`src/rtl/dmem_arbiter.sv`:
```
// dmem_arbiter: two-port round-robin arbiter in front of a single-cycle data memory.
// Each granted transaction takes one BUSY cycle on the memory port. It is
// followed by one IDLE cycle that carries the ack and the updated read data.
// Ports:
//   clk, rst                     clock, asynchronous active-high reset
//   req/we/addr/wdata{0,1}       requester transaction (held until gnt)
//   gnt{0,1}                     one-cycle grant, high during the BUSY cycle
//   ack{0,1}                     one-cycle completion, high in the following IDLE cycle
//   rdata{0,1}                   per-port read data, held until that port's next read
//   mem_addr/mem_wdata/mem_we    memory request, zero outside BUSY
//   mem_rdata                    memory read data, combinational on mem_addr
module dmem_arbiter #(
    parameter int unsigned ADDR_W = 32,
    parameter int unsigned DATA_W = 32
) (
    input  logic              clk,
    input  logic              rst,
    input  logic              req0,
    input  logic              we0,
    input  logic [ADDR_W-1:0] addr0,
    input  logic [DATA_W-1:0] wdata0,
    input  logic              req1,
    input  logic              we1,
    input  logic [ADDR_W-1:0] addr1,
    input  logic [DATA_W-1:0] wdata1,
    output logic              gnt0,
    output logic              gnt1,
    output logic              ack0,
    output logic              ack1,
    output logic [DATA_W-1:0] rdata0,
    output logic [DATA_W-1:0] rdata1,
    output logic [ADDR_W-1:0] mem_addr,
    output logic [DATA_W-1:0] mem_wdata,
    output logic              mem_we,
    input  logic [DATA_W-1:0] mem_rdata
);

    typedef enum logic {IDLE = 1'b0, BUSY = 1'b1} state_t;

    state_t            state, state_nxt;
    logic              ptr, ptr_nxt;      // port that wins a tie
    logic              win, win_nxt;      // port owning the current transaction
    logic              gnt0_nxt, gnt1_nxt, ack0_nxt, ack1_nxt;
    logic              mem_we_nxt;
    logic [ADDR_W-1:0] mem_addr_nxt;
    logic [DATA_W-1:0] mem_wdata_nxt;
    logic [DATA_W-1:0] rdata0_nxt, rdata1_nxt;

    // State register
    always_ff @(posedge clk or posedge rst) begin
        if (rst) state <= IDLE;
        else     state <= state_nxt;
    end

    // Next state and next register values. The memory port registers double
    // as the latched transaction, so they hold their values through BUSY.
    always_comb begin
        state_nxt     = state;
        ptr_nxt       = ptr;
        win_nxt       = win;
        gnt0_nxt      = 1'b0;
        gnt1_nxt      = 1'b0;
        ack0_nxt      = 1'b0;
        ack1_nxt      = 1'b0;
        mem_we_nxt    = 1'b0;
        mem_addr_nxt  = '0;
        mem_wdata_nxt = '0;
        rdata0_nxt    = rdata0;
        rdata1_nxt    = rdata1;
        case (state)
            IDLE: begin
                if (req0 || req1) begin
                    // Lone requester wins; on a tie the pointer decides
                    win_nxt       = (req0 && req1) ? ptr : req1;
                    ptr_nxt       = ~win_nxt;
                    state_nxt     = BUSY;
                    gnt0_nxt      = ~win_nxt;
                    gnt1_nxt      = win_nxt;
                    mem_we_nxt    = win_nxt ? we1    : we0;
                    mem_addr_nxt  = win_nxt ? addr1  : addr0;
                    mem_wdata_nxt = win_nxt ? wdata1 : wdata0;
                end
            end
            BUSY: begin
                state_nxt = IDLE;
                ack0_nxt  = ~win;
                ack1_nxt  = win;
                if (!mem_we) begin
                    if (win) rdata1_nxt = mem_rdata;
                    else     rdata0_nxt = mem_rdata;
                end
            end
            default: state_nxt = IDLE;
        endcase
    end

    // Output and bookkeeping registers
    always_ff @(posedge clk or posedge rst) begin
        if (rst) begin
            ptr       <= 1'b0;
            win       <= 1'b0;
            gnt0      <= 1'b0;
            gnt1      <= 1'b0;
            ack0      <= 1'b0;
            ack1      <= 1'b0;
            mem_we    <= 1'b0;
            mem_addr  <= '0;
            mem_wdata <= '0;
            rdata0    <= '0;
            rdata1    <= '0;
        end else begin
            ptr       <= ptr_nxt;
            win       <= win_nxt;
            gnt0      <= gnt0_nxt;
            gnt1      <= gnt1_nxt;
            ack0      <= ack0_nxt;
            ack1      <= ack1_nxt;
            mem_we    <= mem_we_nxt;
            mem_addr  <= mem_addr_nxt;
            mem_wdata <= mem_wdata_nxt;
            rdata0    <= rdata0_nxt;
            rdata1    <= rdata1_nxt;
        end
    end

endmodule

```
`config.mk`:
```
export PLATFORM = sky130hd
export DESIGN_NAME = dmem_arbiter
export DESIGN_NICKNAME = d
export VERILOG_FILES = /design/src/rtl/dmem_arbiter.sv
export SDC_FILE = /design/constraint.sdc
export NUM_CORES = 1
export LEC_CHECK = 0
export ABC_AREA = 0
export BUFFER_PORTS_ARGS = -buffer_cell sky130_fd_sc_hd__buf_2
export CAP_MARGIN = 20
export CORE_MARGIN = 1.5
export CORE_UTILIZATION = 46
export DETAILED_ROUTE_END_ITERATION = 7
export PLACE_DENSITY = 0.81
export SETUP_SLACK_MARGIN = 0.4
export SLEW_MARGIN = 20
export SYNTH_ARGS = -nofsm -noshare
export SYNTH_HDL_FRONTEND = slang
export SYNTH_SLANG_ARGS = --single-unit
```
`constraint.sdc`:
```
create_clock -name clk -period 4.9 [get_ports clk]
set_clock_uncertainty 0.05 [all_clocks]
set_input_delay 0.735 -clock clk [delete_from_list [all_inputs] [get_ports clk]]
set_output_delay 0.735 -clock clk [all_outputs]
set_load 0.01 [all_outputs]
```
==> results.ini <==
[run_status]
status=completed

[routing]
wl_per_cell_um=17.09
via_per_inst=5.118
drt_pass1_iterations=4
drc=0
ant_nets=0
first_iter_violations=268
dr_total_vias=4698
finalWirelength_um=15690

[synthesis]
yosys.area_share.simple_pct=15.24
syn_area_per_cell_um2=12.74
synth-seq-cells=136
syn-num-nets=621
synth_top_family_by_area=simple AND/OR/NAND/NOR gates
synth_compound_area_share_pct=10.25
synthMuxAreaShare_pct=12.44
syn-cell-area_um2=5796
synthAdderAreaFrac_pct=0
ys.warnings.count=0
ys_seq_area_share_pct=58.72
synth-xor-area-share_pct=0
synthDistinctLibCells=19
synthCells=455

[floorplan]
design.core.area_um2=12160
dieArea_um2=13280
io_pins=299
initial_core_util_pct=47.65
fp.dieW_um=115.2
die_y_um=115.2
fp-row-count=40

[global_routing]
antenna_found_initial=1
grtUsageMet1_pct=24.62
track_usage_pct=23.95
grt_use_met2_pct=42.78
grt_pass1_wl_um=23970
grt_max_degree=125
use_met3_pct=10.07
grt_pass1_vias=4839
grt-busiest-layer=met2
globalRouteOverflowTotal=0

[layout]
layout-drive-gt1-share_pct=53.81
layout_commonest_cell=buf_2
syn2layout_area_growth_pct=38.43
fin_area_um2=8023
nNetsFinal=902
fin_cells=918
layout_common_cells=buf_2 (298), dfrtp_1 (135), nand2b_1 (131), o32ai_1 (65), mux2_2 (62)

[pwr]
power_density_nw_per_um2=512.1
p_seq_share_pct=39.1
p_leak_uw=0.003952
intPower_uw=2910
swShare_pct=29.16
netSwitchingPower_uw=1198
combPwrFrac_pct=28.0
ir_worst_vdd_v=0.0001990
clock_power_share_pct=32.9

[place]
gp_congestion=0.8103
dpl.cell_count=885
dpl_worst_slack_ns=2.561
hpwl_um=11150
io_buffers=298
place_area_um2=7380

[run]
max_cap_viol_count=0

[cts]
path_clk_slew_ns=0.06
clkSinkCount=136
htree_levels=4
tritoncts=built
hold_buffers=0
cts_buffers=17
cts_buffer_depth=2
clock_latency_ns=0.41
root_buffer=clkbuf_16
postCtsResizedCells=0
post_cts_buffers=0

[setup_path]
critPathSlowestCell=clkinv_2
startpoint_type=input port
r2r_slack_ns=3.02
crit_type=input port to flip-flop
arrival_ns=2.15
crit_path_max_incr_delay_ns=0.69
crit_required_ns=5.13
end_kind=flip-flop
path_max_fanout=65
path_cells=buf_2 -> clkinv_2 -> o32ai_1
reg2regPathDepth=3

[timing]
fin_crit_ns=1.919
slew_violations=0
setup_ws_ns=2.981
rsz0062_at_grt=false
finalHoldViolCount=0
fin_crit_sh_pct=39.16
setup_tns_ns=0
worst_pin_slew_ns=0.9367
fmax_ghz=0.5212
slew_headroom_pct=37.55
report.final.setup_viol=0

[min_path]
holdPathStages=1
hold_path.class=flip-flop to flip-flop

-- flip-flops by register name (all words and copies together) (netlist names) --
register	cells
mem_addr	32
mem_we	1
win	1
gnt1	1
gnt0	1
state	1
rdata0	32
ptr	1
rdata1	32
ack1	1
ack0	1
mem_wdata	32
-- per-layer routing --
metal  share of wire, %  vias to the layer above
met1                 35                     2269
met4                2.2                        0
met3                 10                       28
li1                   -                     2187
met5                  0                        -
met2                 53                      214
-- cell families (layout without fill, tap and decap cells) --
family / count (synthesis) / in the layout
flip-flops: 136 / 136
other: 0 / 1
AND/OR/NAND/NOR: 142 / 142
buffers and inverters: 45 / 339
multiplexers: 64 / 64
AO/OA/AOI/OAI: 68 / 68
-- final timing paths --
check,from,end
setup / recovery,req1,mem_addr[0]
hold / removal,rdata0[15],rdata0[15]
setup reg to reg,ptr,mem_addr[0]
hold reg to reg,rdata0[15],rdata0[15]
max in group asynchronous,rst,rdata1[24]
min in group asynchronous,rst,rdata1[16]
-- synth_stat cells --
cell	n	area (um^2)
a21bo_2	1	10.01
and2_1	1	6.260
buf_1	1	3.750
buf_2	11	55.05
buf_4	3	22.52
clkbuf_1	27	101.4
dfrtp_1	136	3403
inv_1	3	11.26
mux2_1	2	22.52
mux2_2	62	698.2
nand2_1	1	3.750
nand2b_1	131	819.5
nand3b_1	1	7.510
nor2_1	4	15.01
nor2b_1	3	18.77
nor3b_2	1	12.51
o22a_1	1	8.760
o22ai_1	1	6.260
o32ai_1	65	569.3
-- cell type report --
class | instances | area, um^2
clock inverter | 11 | 168.9
clock buffer | 21 | 470.5
antenna | 1 | 2.502
multi-input combinational | 274 | 2212
fill | 932 | 4139
tap | 168 | 210.2
inverter | 3 | 17.52
timing repair buffer | 304 | 1536
sequential | 136 | 3405
-- metrics by stage --
stage	power, uW	hold WS, ns	util (%)
floorplan	2255	0.4258	-
global placement	2723	0.4154	60.68
detailed placement	2786	0.4380	60.68
CTS	4156	0.4508	65.94
global route	4326	0.4720	65.97
finish	4109	0.4485	65.97
-- critical path, delay by kind of cell --
family	cells	cell delay (ns)
AO/OA/AOI/OAI	1	0.57
buffers and inverters	2	0.83
-- power by group through the flow --
stage          clock network [uW]  logic (uW)  registers (uW)
6_report                     1350        1150            1610
5_1_grt                      1430        1250            1650
4_1_cts                      1380        1170            1610
3_5_place_dp                    0        1160            1620
3_3_place_gp                    0        1120            1600
2_1_floorplan                   0         487            1770
Power figures use the tool's default switching activity.
